--- src/rtl/pipe_hold_ctrl_pkg.sv ---
// Shared constants for the pipeline hold/flush scheduler: FSM state encodings
// and the flush polarity (a flushed pipeline register loads a NOP).
package pipe_hold_ctrl_pkg;

  localparam int unsigned ST_W = 3;

  localparam logic [2:0] ST_IDLE       = 3'd0;
  localparam logic [2:0] ST_BUBBLE     = 3'd1;
  localparam logic [2:0] ST_REDIR_WAIT = 3'd2;
  localparam logic [2:0] ST_DRAIN      = 3'd3;
  localparam logic [2:0] ST_INT_ENTRY  = 3'd4;

  // Level that makes a pipeline register load a NOP instead of its input
  localparam logic FLUSH_NOP = 1'b1;

  localparam int unsigned           DRAIN_W      = 2;
  localparam logic [DRAIN_W-1:0]    DRAIN_RELOAD = 2'd2;

endpackage

--- src/rtl/pipe_bubble_cnt.sv ---
// Loadable saturating down-counter with zero flag; load has priority over decrement.
module pipe_bubble_cnt #(
  parameter int unsigned W = 2
) (
  input  logic         clk,
  input  logic         rst_n,
  input  logic         i_load,
  input  logic [W-1:0] i_load_val,
  input  logic         i_dec,
  output logic [W-1:0] o_cnt,
  output logic         o_zero
);

  logic [W-1:0] r_cnt;

  always_ff @(posedge clk or negedge rst_n) begin
    if (!rst_n) begin
      r_cnt <= '0;
    end else if (i_load) begin
      r_cnt <= i_load_val;
    end else if (i_dec && (r_cnt != '0)) begin
      r_cnt <= r_cnt - W'(1);
    end
  end

  assign o_cnt  = r_cnt;
  assign o_zero = (r_cnt == '0);

endmodule

--- src/rtl/pipe_hold_ctrl.sv ---
// Stall/flush scheduler for the 3-stage pipeline and owner of the PC redirect port.
// Interrupt drain/entry handling is built only when PIPE_CTRL_INT_EN is defined.
module pipe_hold_ctrl
  import pipe_hold_ctrl_pkg::*;
#(
  parameter int unsigned FLUSH_CYC = 1,
  parameter int unsigned PC_W      = 32
) (
  input  logic            clk,
  input  logic            rst,
  input  logic            jump_req_i,
  input  logic [PC_W-1:0] jump_addr_i,
  input  logic            hold_ex_i,
  input  logic            hold_bus_i,
  input  logic            int_req_i,
  input  logic [PC_W-1:0] int_addr_i,
  output logic            int_ack_o,
  output logic            pc_stall_o,
  output logic            if_id_stall_o,
  output logic            id_ex_stall_o,
  output logic            if_id_flush_o,
  output logic            id_ex_flush_o,
  output logic            redirect_o,
  output logic [PC_W-1:0] redirect_addr_o
);

  localparam int unsigned    BW         = (FLUSH_CYC > 1) ? $clog2(FLUSH_CYC) : 1;
  localparam logic           HAS_BUBBLE = (FLUSH_CYC > 1);
  localparam logic [BW-1:0]  BUB_RELOAD = BW'(FLUSH_CYC - 1);

  logic [ST_W-1:0] r_state;
  logic [PC_W-1:0] r_addr;
  logic [ST_W-1:0] w_state_nxt;
  logic [PC_W-1:0] w_addr_nxt;

  logic            w_bub_load;
  logic            w_bub_dec;
  logic [BW-1:0]   w_bub_cnt;
  logic            w_bub_zero;
  logic            w_bub_last;

  logic            w_arb;
  logic            w_drain_drop;
  logic            w_ack;
  logic            w_redir;
  logic [PC_W-1:0] w_redir_addr;
  logic            w_pc_st;
  logic            w_if_st;
  logic            w_ie_st;
  logic            w_if_fl;
  logic            w_ie_fl;

  pipe_bubble_cnt #(.W(BW)) u_bub_cnt (
    .clk        (clk),
    .rst_n      (rst),
    .i_load     (w_bub_load),
    .i_load_val (BUB_RELOAD),
    .i_dec      (w_bub_dec),
    .o_cnt      (w_bub_cnt),
    .o_zero     (w_bub_zero)
  );

  // Last bubble cycle; the zero term keeps the FSM from sticking on a stale count
  assign w_bub_last = (w_bub_cnt == BW'(1)) || w_bub_zero;

`ifdef PIPE_CTRL_INT_EN
  logic               w_drn_load;
  logic               w_drn_dec;
  logic [DRAIN_W-1:0] w_drn_cnt;
  logic               w_drn_zero;
  logic               w_drn_last;

  pipe_bubble_cnt #(.W(DRAIN_W)) u_drn_cnt (
    .clk        (clk),
    .rst_n      (rst),
    .i_load     (w_drn_load),
    .i_load_val (DRAIN_RELOAD),
    .i_dec      (w_drn_dec),
    .o_cnt      (w_drn_cnt),
    .o_zero     (w_drn_zero)
  );

  assign w_drn_last   = (w_drn_cnt == DRAIN_W'(1)) || w_drn_zero;
  assign w_drain_drop = (r_state == ST_DRAIN) && !int_req_i;
`else
  logic w_unused_int;
  assign w_unused_int = ^{int_req_i, int_addr_i};
  assign w_drain_drop = 1'b0;
`endif

  // Cycles that run the IDLE request arbitration (a dropped interrupt falls back to it)
  assign w_arb = (r_state == ST_IDLE) || ((r_state == ST_BUBBLE) && jump_req_i) || w_drain_drop;

  always_ff @(posedge clk or negedge rst) begin
    if (!rst) begin
      r_state <= ST_IDLE;
      r_addr  <= '0;
    end else begin
      r_state <= w_state_nxt;
      r_addr  <= w_addr_nxt;
    end
  end

  always_comb begin
    w_state_nxt  = r_state;
    w_addr_nxt   = r_addr;
    w_bub_load   = 1'b0;
    w_bub_dec    = 1'b0;
`ifdef PIPE_CTRL_INT_EN
    w_drn_load   = 1'b0;
    w_drn_dec    = 1'b0;
`endif
    w_ack        = 1'b0;
    w_redir      = 1'b0;
    w_redir_addr = '0;
    w_pc_st      = 1'b0;
    w_if_st      = 1'b0;
    w_ie_st      = 1'b0;
    w_if_fl      = 1'b0;
    w_ie_fl      = 1'b0;

    if (w_arb) begin
      if (jump_req_i) begin
        w_redir      = 1'b1;
        w_redir_addr = jump_addr_i;
        w_if_fl      = FLUSH_NOP;
        w_ie_fl      = FLUSH_NOP;
        if (hold_bus_i) begin
          w_addr_nxt  = jump_addr_i;
          w_state_nxt = ST_REDIR_WAIT;
        end else begin
          w_bub_load  = HAS_BUBBLE;
          w_state_nxt = HAS_BUBBLE ? ST_BUBBLE : ST_IDLE;
        end
      end
`ifdef PIPE_CTRL_INT_EN
      else if (int_req_i) begin
        w_pc_st     = 1'b1;
        w_if_fl     = FLUSH_NOP;
        w_ie_st     = hold_ex_i;
        w_drn_load  = 1'b1;
        w_state_nxt = ST_DRAIN;
      end
`endif
      else if (hold_ex_i) begin
        w_pc_st     = 1'b1;
        w_if_st     = 1'b1;
        w_ie_st     = 1'b1;
        w_state_nxt = ST_IDLE;
      end else if (hold_bus_i) begin
        w_pc_st     = 1'b1;
        w_if_fl     = FLUSH_NOP;
        w_state_nxt = ST_IDLE;
      end else begin
        w_state_nxt = ST_IDLE;
      end
    end else begin
      case (r_state)
        ST_BUBBLE: begin
          w_if_fl   = FLUSH_NOP;
          w_pc_st   = hold_ex_i || hold_bus_i;
          w_ie_st   = hold_ex_i;
          w_bub_dec = 1'b1;
          if (w_bub_last) w_state_nxt = ST_IDLE;
        end
        // Keep presenting the latched target until the fetch bus takes it
        ST_REDIR_WAIT: begin
          w_redir      = 1'b1;
          w_redir_addr = r_addr;
          w_if_fl      = FLUSH_NOP;
          w_ie_st      = hold_ex_i;
          if (!hold_bus_i) begin
            w_bub_load  = HAS_BUBBLE;
            w_state_nxt = HAS_BUBBLE ? ST_BUBBLE : ST_IDLE;
          end
        end
`ifdef PIPE_CTRL_INT_EN
        ST_DRAIN: begin
          w_pc_st = 1'b1;
          w_if_fl = FLUSH_NOP;
          w_ie_st = hold_ex_i;
          if (jump_req_i) begin
            w_redir      = 1'b1;
            w_redir_addr = jump_addr_i;
            w_ie_fl      = FLUSH_NOP;
            w_pc_st      = 1'b0;
            w_drn_load   = 1'b1;
          end else if (!hold_ex_i) begin
            w_drn_dec = 1'b1;
            if (w_drn_last) w_state_nxt = ST_INT_ENTRY;
          end
        end
        ST_INT_ENTRY: begin
          w_ack        = 1'b1;
          w_redir      = 1'b1;
          w_redir_addr = int_addr_i;
          w_if_fl      = FLUSH_NOP;
          w_ie_fl      = FLUSH_NOP;
          if (hold_bus_i) begin
            w_addr_nxt  = int_addr_i;
            w_state_nxt = ST_REDIR_WAIT;
          end else begin
            w_bub_load  = HAS_BUBBLE;
            w_state_nxt = HAS_BUBBLE ? ST_BUBBLE : ST_IDLE;
          end
        end
`endif
        default: w_state_nxt = ST_IDLE;
      endcase
    end
  end

  // Flush beats stall on the same register, redirect beats PC stall; all quiet in reset
  assign int_ack_o       = rst & w_ack;
  assign redirect_o      = rst & w_redir;
  assign redirect_addr_o = rst ? w_redir_addr : '0;
  assign pc_stall_o      = rst & w_pc_st & ~w_redir;
  assign if_id_stall_o   = rst & w_if_st & ~w_if_fl;
  assign id_ex_stall_o   = rst & w_ie_st & ~w_ie_fl;
  assign if_id_flush_o   = rst & w_if_fl;
  assign id_ex_flush_o   = rst & w_ie_fl;

endmodule

--- config.mk ---
export PLATFORM = sky130hd
export DESIGN_NAME = pipe_hold_ctrl
export DESIGN_NICKNAME = d
export VERILOG_FILES = /design/src/rtl/pipe_hold_ctrl_pkg.sv /design/src/rtl/pipe_bubble_cnt.sv /design/src/rtl/pipe_hold_ctrl.sv
export SDC_FILE = /design/constraint.sdc
export NUM_CORES = 1
export LEC_CHECK = 0
export ABC_AREA = 1
export BUFFER_PORTS_ARGS = -buffer_cell sky130_fd_sc_hd__buf_4
export CORE_MARGIN = 5
export CORE_UTILIZATION = 35
export DETAILED_ROUTE_END_ITERATION = 8
export GPL_ROUTABILITY_DRIVEN = 1
export PLACE_DENSITY = 0.71
export SKIP_LAST_GASP = 1
export SLEW_MARGIN = 20
export SYNTH_ARGS = -nofsm -noshare
export SYNTH_HDL_FRONTEND = slang
export SYNTH_HIERARCHICAL = 1
export SYNTH_SLANG_ARGS = --single-unit
--- constraint.sdc ---
create_clock -name clk -period 3.35 [get_ports clk]
set_input_delay 0.67 -clock clk [delete_from_list [all_inputs] [get_ports clk]]
set_output_delay 0.67 -clock clk [all_outputs]
set_load 0.03 [all_outputs]
==> impl_summary.txt, run 1 <==
----------------------------------------------------
[Status]
  Result of the run ... complete, no violations

[Timing]
  Final number of hold-violating endpoints ... 0
  Pins over their slew limit ... 0
  Worst Clk Skew ... 4.622 ps
  Min Clock Period, post-route ... 2604 ps
  Aggregate negative setup slack ... 0 ps
  Peak Freq ... 384.1 MHz
  Final Hold Slack ... 414.8 ps
  Slew headroom ... between 30% and 40%
  Finish-stage setup viols ... 0
  Setup repair after global routing missed its margin ... false
  Tcrit/Tclk final ... 77.72%
  Slew @ Worst Pin ... 996.6 ps

[Placed design]
  Buffers on Ports ... 74
  Placer's final routability congestion estimate ... slightly below 0.7
  Placed Cells incl. Taps ... slightly below 400
  Detailed-placement wirelength estimate ... approximately 3500 um

[Synthesis]
  Synth warn ... 6
  Number of distinct library cells after synthesis ... 17
  Most frequent cell after synthesis ... nand2_1
  Synth area leaders ... dfrtp_1 (42%), nand2_1 (25%), nand4_1 (20%), buf_2 (3.3%), buf_4 (3.1%)
  Top-area cell type share of the netlist area ... 42.12%
  Total nets after synthesis ... 346
  Syn avg cell area ... 7.104 um^2
  Number of synthesized flops with an enable pin ... 0
  Ys flop type ... dfrtp_1
  Post-Syn Instances ... approximately 280
  Post-synthesis register bit count ... 33
  Register area share after synthesis ... 42.12%
  Netlist Area Pre-Place ... around 2000 um^2
  Most frequent cells after synthesis ... nand2_1 (131), nand4_1 (64), dfrtp_1 (33)
  Cell type with the highest aggregate area in the netlist ... dfrtp_1
  Post-synthesis async set-or-reset flop share ... 100.0%

[Pwr]
  Cell leakage power ... 0.001449 uW
  Ratio of total power to cell area ... 429.5 nW/um^2
  Worst voltage drop across the vdd grid ... about 190 uV
  Overall power of the completed layout ... about 1100 uW

[Setup path]
  Launching element type of the critical path ... flop
  CP Max Fanout ... 65
  Data arrival time at the worst-slack endpoint ... 1930 ps
  Largest delay contributor family on the critical path ... buffers and inverters
  Worst path cell trace ... inv_2 > nand4_1 > nand2_1 > buf_4
  Slowest cell delay on critical path ... 740 ps
  Highest-delay cell along the critical path ... inv_2
  Flop-to-flop setup slack ... 1490 ps
  Sort of element at the end of the critical path ... output pin
  Buffering stage count on the worst path with inverters included ... 2
  Worst EP required ... around 2700 ps
  Critical setup path kind ... flop to output pin

[Route]
  Number of vias after detailed routing ... 2040
  Count of unresolved DRC violations after routing ... 0
  DR vias/cell ... 5.037
  DRT iter0 DRCs ... 118
  Final wirelength ... 5327 um
  Per-cell routed wire length ... 13.15 um
  Remaining antenna violation count after routing ... 0
  Length of the first detailed-routing pass in iterations ... 4

[Die]
  Die height ... 84.85 um
  Row count ... 27
  Core Area ... 5473 um^2
  Die area ... just over 7000 um^2
  Initial core utilization ... between 30% and 40%
  Number of top-level pins ... 109
  Width of the chip ... 84.85 um

[Clock network]
  CTS HTree Levels ... 2
  Clock tree buffer depth ... 2
  Clock latency of the later-clocked register in the worst-skew pair ... 280 ps
  Hold buffer count at cts ... 0
  Post-CTS resize count ... 0
  Post-CTS repair timing setup buffer count ... 0
  Root Driver ... clkbuf_8
  CTS clk-pin slew, worst paths ... roughly 70 ps
  Clock tree from TritonCTS ... done
  Sinks on Clock Net ... 33
  CTS buffer count ... 5

[Global routing]
  Via count of the first global-routing pass ... 1947
  All-Layer GR Usage ... 15.16%
  Wire length of the first global-routing pass ... 9004 um
  Overflow after GRT ... 0
  Antenna violations before repair ... 0
  Pin count of the biggest net entering global routing ... 69

[Layout]
  Number of cells in the finished layout apart from fillers ... 405
  Number of nets in the layout ... 403
  Fraction of final layout cells with drive strength greater than 1 ... 26.43%
  Inserted Diodes ... 0
  Area overhead of the layout relative to synthesis ... 31.78%

[Hold path]
  Type of the most critical hold path ... input pin to asynchronous set/reset pin

[Flow run]
  Max capacitance violation total ... 0

----------------------------------------------------
-- per-stage QoR --
stage               worst slack (ps)  area [um^2]  utilization [%]
floorplan                       1056         1961                -
global placement               967.2         2497            45.63
detailed placement             949.5         2497            45.63
CTS                            707.7         2584            47.21
global route                   552.9         2584            47.21
finish                         746.3         2584            47.21
-- layout by cell type (no fill, tap or decap), drive strengths merged --
cell	Yosys	layout
a21oi	2	2
buf	24	80
clkbuf	6	7
conb	1	1
dfrtp	33	33
inv	7	7
nand2	131	131
nand3	1	1
nand4	64	64
nor2	5	5
nor3	1	1
o21ai	1	1
-- state kept, by name (all words and copies together), names as in the netlist --
signal / cells
r_addr: 32
r_state: 1
-- kinds of logic (layout without fill, tap and decap cells) --
| family | Yosys count | in the layout | synth area share, % |
|---|---|---|---|
| buffers and inverters | 37 | 94 | 9.827 |
| flip-flops | 33 | 33 | 42.12 |
| AND/OR/NAND/NOR | 202 | 202 | 47.10 |
| other | 1 | 1 | 0.1913 |
| AO/OA/AOI/OAI | 3 | 3 | 0.7656 |
-- routing by layer --
layer	global-route usage [%]	share of wire [%]
met5	0	0
met4	5.180	1.2
met3	3.592	5.0
met2	27.54	51
met1	17.33	43
-- worst paths after layout --
path | end | from | cells past startpoint
setup / recovery | redirect_addr_o[31] | r_state[1]$_DFFE_PN0P_ | 4
hold / removal | r_addr[8]$_DFFE_PN0P_ | rst | 2
setup reg to reg | r_addr[21]$_DFFE_PN0P_ | r_state[1]$_DFFE_PN0P_ | 5
hold reg to reg | r_addr[13]$_DFFE_PN0P_ | r_addr[13]$_DFFE_PN0P_ | 2
max in group asynchronous | r_addr[18]$_DFFE_PN0P_ | rst | 2
min in group clk | r_addr[13]$_DFFE_PN0P_ | r_addr[13]$_DFFE_PN0P_ | 2
-- final cells by class --
type	count	area (um^2)
inverter	7	26.28
clock buffer	7	86.33
multi-input combinational	206	942.2
sequential	33	825.8
timing repair buffer	80	613.1
tap	72	90.09
fill	597	2889
-- power by group --
group	internal (uW)	leakage, uW	total, uW	switching, uW
clock network	163	0.0000443	299	136
logic	117	0.000995	316	199
registers	462	0.000410	495	33.1
(Power assumes the default switching activity.)
==> inputs of run 2 (changes only) <==
clock period = 2.45 ns   (was 3.35 ns; I/O delays follow)
==> impl_summary.txt, run 2 (same netlist as run 1, synthesis figures left out) <==
----------------------------------------------------
[Setup path]
  Worst setup path startpoint ... jump_req_i
  Endpoint of the lowest-slack register-to-register path ... r_addr[17]$_DFFE_PN0P_
  Data arrival time at the worst-slack endpoint ... 1550 ps
  Worst EP required ... 1960 ps
  CP Max Fanout ... 55
  Critical setup path kind ... input pin to output pin
  Worst path cell trace ... buf_4 > buf_4 > nand4_1 > nand2_1 > buf_4
  Flop-to-flop setup slack ... 970 ps
  Highest-delay cell along the critical path ... buf_4
  Critical Path Most Common Cell ... buf_4
  Beginning of the worst register-to-register path ... r_state[1]$_DFFE_PN0P_
  Register-to-Register Path Depth ... 6
  Sort of element at the end of the critical path ... output pin
  Slowest cell delay on critical path ... 450 ps
  Capture point of the worst path ... redirect_addr_o[1]
  Launching element type of the critical path ... input pin

[Route]
  DRT iter0 DRCs ... 106
  Per-cell routed wire length ... 13.27 um
  Number of vias after detailed routing ... 2061
  Length of the first detailed-routing pass in iterations ... 4
  Count of unresolved DRC violations after routing ... 0
  Final wirelength ... 5440 um
  DR vias/cell ... 5.027
  Remaining antenna violation count after routing ... 0

[Timing]
  Aggregate negative setup slack ... 0 ps
  Final Hold Slack ... roughly 160 ps
  Peak Freq ... 491.3 MHz
  Setup repair after global routing missed its margin ... false
  Tcrit/Tclk final ... 83.07%
  Min Clock Period, post-route ... 2035 ps
  Slew headroom ... 62.62%
  Finish-stage setup viols ... 0
  Worst Clk Skew ... 4.343 ps
  Slew @ Worst Pin ... 560.7 ps
  Final number of hold-violating endpoints ... 0
  Pins over their slew limit ... 0

[Layout]
  Registers with the most flip-flops ... r_addr x32, r_state x1
  Inserted Diodes ... 0
  Finished layout cell area ... 2614 um^2
  Final core utilization ... 47.76%
  Largest register FFs ... 32
  Number of nets in the layout ... 407
  Reg with most FFs ... r_addr
  Area overhead of the layout relative to synthesis ... 33.31%
  Fraction of final layout cells with drive strength greater than 1 ... 27.81%
  Number of cells in the finished layout apart from fillers ... just over 400
  Commonest non-fill, non-tap cell in the layout ... nand2_1
  Commonest non-fill, non-tap cells in the layout ... nand2_1 (131), buf_4 (83), nand4_1 (64)
  Number of fillers in the final layout ... 572

[Clock network]
  Clock tree from TritonCTS ... done
  Clock latency of the later-clocked register in the worst-skew pair ... 280 ps
  Root Driver ... clkbuf_8
  CTS buffer count ... 5
  Post-CTS resize count ... 0
  Post-CTS repair timing setup buffer count ... 0
  Sinks on Clock Net ... 33
  Clock tree buffer depth ... 2
  CTS clk-pin slew, worst paths ... 70 ps
  CTS HTree Levels ... 2
  Hold buffer count at cts ... 0

[Status]
  Result of the run ... complete, no violations

[Global routing]
  All-Layer GR Usage ... between 10% and 20%
  Wire length of the first global-routing pass ... 9142 um
  Met1 capacity usage during global routing ... 17.14%
  Most crowded layer after global routing ... met2
  Overflow after GRT ... 0
  Antenna violations before repair ... 0
  Global-route track usage on met3 ... 4.369%
  Pin count of the biggest net entering global routing ... between 50 and 60
  Global-route track usage on met2 ... between 20% and 30%
  Via count of the first global-routing pass ... 1992

[Pwr]
  Ratio of total power to cell area ... 578.6 nW/um^2
  Cell leakage power ... 0.001469 uW
  Worst voltage drop across the vdd grid ... 255.7 uV

[Flow run]
  Max capacitance violation total ... 0

[Die]
  Core Area ... 5473 um^2
  Initial core utilization ... 35.83%
  Die area ... 7199 um^2
  Die height ... 84.85 um
  Row count ... 27
  Width of the chip ... between 80 and 90 um
  Number of top-level pins ... ~110

[Placed design]
  Placer's final routability congestion estimate ... 0.7388
  Buffers on Ports ... 74
  Placed Cells incl. Taps ... 402
  Instance area at placement ... 2527 um^2
  Detailed-placement wirelength estimate ... 3615 um

[Hold path]
  Type of the most critical hold path ... input pin to asynchronous set/reset pin

----------------------------------------------------
run 2: changes by cell type in the layout (fill, tap and decap cells not counted):
cell	change
clkbuf_8	-1
clkinvlp_4	+1
buf_4	+4
clkinv_2	+2
clkbuf_1	-1
run 2: cell type report:
class	instances	area [um^2]	area share (%)
well taps	72	90.09	3.447
clock inverters	3	17.52	0.6702
flip-flops and latches	33	825.8	31.59
clock buffers	5	68.82	2.633
repair buffers	84	643.1	24.61
inverters	7	26.28	1.005
multi-input cells	206	942.2	36.05
run 2: power by group:
part	leakage, uW	total [uW]	switching [uW]	internal [uW]
Combinational	0.00101	438	274	165
Sequential	0.000410	677	45.7	631
Clock	0.0000439	397	201	196
run 2: worst min path at each step:
| stage | from | to | cells past startpoint |
|---|---|---|---|
| after floorplan | rst | r_addr[0]$_DFFE_PN0P_ | 0 |
| after global placement | r_addr[19]$_DFFE_PN0P_ | r_addr[19]$_DFFE_PN0P_ | 2 |
| after detailed placement | r_addr[2]$_DFFE_PN0P_ | r_addr[2]$_DFFE_PN0P_ | 2 |
| after CTS | rst | r_addr[25]$_DFFE_PN0P_ | 2 |
| after global routing | rst | r_addr[25]$_DFFE_PN0P_ | 2 |
| final | rst | r_state[1]$_DFFE_PN0P_ | 2 |
run 2: metrics by stage:
step	worst slack (ps)	power, uW
2_1_floorplan	515.6	957.4
3_3_place_gp	434.3	1118
3_5_place_dp	435.1	1130
4_1_cts	399.3	1536
5_1_grt	260.7	1612
6_report	414.8	1512
run 2: metal layers:
layer  vias to the layer above  routed length (um)
met2                        47                2737
met5                         -                   0
met3                         5                 317
li1                       1046                   -
met4                         0                  51
met1                       963                2334
run 2: worst max-delay path: cells and delay by family:
family                 cells  cell delay (ps)
buffers and inverters      3              850
and+or+nand+nor            2              180
==> inputs of run 3 (changes only) <==
clock period = 2 ns   (was 2.45 ns; I/O delays follow)
==> impl_summary.txt, run 3 (same netlist as run 1, synthesis figures left out) <==
----------------------------------------------------
[Placed design]
  Instance area at placement ... about 2600 um^2
  Placer's final routability congestion estimate ... between 0.7 and 0.8
  Buffers on Ports ... 74
  Placed Cells incl. Taps ... approximately 400
  Worst slack at placement ... 340.5 ps
  Detailed-placement wirelength estimate ... 3805 um

[Layout]
  Number of cells in the finished layout apart from fillers ... between 400 and 500
  Fraction of final layout cells with drive strength greater than 1 ... about 28%
  Largest register FFs ... 32
  Number of nets in the layout ... just over 400
  Registers with the most flip-flops ... r_addr x32, r_state x1
  Inserted Diodes ... 0
  Area overhead of the layout relative to synthesis ... 36.44%
  Final core utilization ... between 40% and 50%
  Commonest non-fill, non-tap cells in the layout ... nand2_1 (131), buf_4 (81), nand4_1 (64)
  Reg with most FFs ... r_addr
  Commonest non-fill, non-tap cell in the layout ... nand2_1
  Finished layout cell area ... 2675 um^2

[Clock network]
  Post-CTS resize count ... 0
  Post-CTS repair timing setup buffer count ... 0
  CTS buffer count ... 5
  Clock latency of the later-clocked register in the worst-skew pair ... 280 ps
  Root Driver ... clkbuf_8
  Clock tree from TritonCTS ... done
  Clock tree buffer depth ... 2
  Sinks on Clock Net ... 33
  CTS clk-pin slew, worst paths ... 70 ps
  Hold buffer count at cts ... 0
  CTS HTree Levels ... 2

[Timing]
  Min Clock Period, post-route ... 1795 ps
  Tcrit/Tclk final ... between 80% and 90%
  Setup repair after global routing missed its margin ... false
  Peak Freq ... 557.2 MHz
  Final number of hold-violating endpoints ... 0
  Aggregate negative setup slack ... 0 ps
  Setup slack after layout ... 205.3 ps
  Worst Clk Skew ... 5.273 ps
  Finish-stage setup viols ... 0
  Pins over their slew limit ... 0

[Global routing]
  Overflow after GRT ... 0
  Pin count of the biggest net entering global routing ... 41
  Wire length of the first global-routing pass ... 9114 um
  All-Layer GR Usage ... 15.43%
  Antenna violations before repair ... 0
  Via count of the first global-routing pass ... 1931

[Die]
  Core Area ... ~5500 um^2
  Width of the chip ... roughly 85 um
  Initial core utilization ... 35.83%
  Number of top-level pins ... 109
  Die height ... 84.85 um
  Row count ... 27
  Die area ... between 7000 and 8000 um^2

[Route]
  Final wirelength ... 5524 um
  DR vias/cell ... 5.170
  Length of the first detailed-routing pass in iterations ... 4
  Count of unresolved DRC violations after routing ... 0
  Remaining antenna violation count after routing ... 0
  Number of vias after detailed routing ... 2130
  Per-cell routed wire length ... 13.41 um
  DRT iter0 DRCs ... 112

[Setup path]
  Sort of element at the end of the critical path ... output pin
  Launching element type of the critical path ... flop
  Data arrival time at the worst-slack endpoint ... 1390 ps
  Worst EP required ... roughly 1600 ps
  Critical setup path kind ... flop to output pin
  CP Max Fanout ... 32

[Pwr]
  Ratio of total power to cell area ... 697.8 nW/um^2
  Worst voltage drop across the vdd grid ... between 300 and 400 uV
  Cell leakage power ... about 0.0015 uW

[Hold path]
  Type of the most critical hold path ... input pin to asynchronous set/reset pin

[Flow run]
  Max capacitance violation total ... 0

[Status]
  Result of the run ... complete, no violations

----------------------------------------------------
## run 3: cell count changes in the layout (fill, tap and decap cells not counted), sizes merged
cell / delta
buf: +2
clkbuf: +1
clkinvlp: -1
## run 3: critical path: stages (launching register included)
cell and delay (ps):
dfrtp_1 430, nand2_1 80, inv_1 90, buf_12 190, nand2_1 70, nand2_1 90, buf_4 160
## run 3: layout make-up
type                    count  area (um^2)
clock inverters             2        10.01
clock buffers               6        72.57
flip-flops and latches     33        825.8
well taps                  72        90.09
repair buffers             86        708.2
inverters                   7        26.28
multi-input cells         206        942.2
fillers                   580         2798
## run 3: layer usage
layer	vias to the layer above	GRT usage [%]	share of wire, %
met1	1008	18.63	42
met4	0	4.892	1.3
met3	6	4.369	5.6
met2	63	26.55	52
met5	-	0	0
li1	1053	-	-
## run 3: power by group
group          switching [uW]  internal (uW)
combinational             341            217
clock                     237            241
sequential               57.3            774
total                     635           1230
## run 3: final timing paths
path,start,endpoint,slack (ps),cells after the start
worst max-delay path,r_state[1]$_DFFE_PN0P_,redirect_addr_o[31],210,6
min in group clk,jump_addr_i[5],r_addr[5]$_DFFE_PN0P_,370,3
worst max register to register,r_state[1]$_DFFE_PN0P_,r_addr[28]$_DFFE_PN0P_,670,6
worst min-delay path,rst,r_addr[0]$_DFFE_PN0P_,70,2
max in group asynchronous,rst,r_addr[16]$_DFFE_PN0P_,1510,3
worst min register to register,r_addr[30]$_DFFE_PN0P_,r_addr[30]$_DFFE_PN0P_,470,2
## run 3: per-stage QoR
stage / power [uW] / hold slack, ps
after floorplan: 1173 / 104.4
final: 1867 / 68.78
after global routing: 1989 / 68.47
after detailed placement: 1406 / 377.0
after CTS: 1892 / 70.11
after global placement: 1389 / 377.4
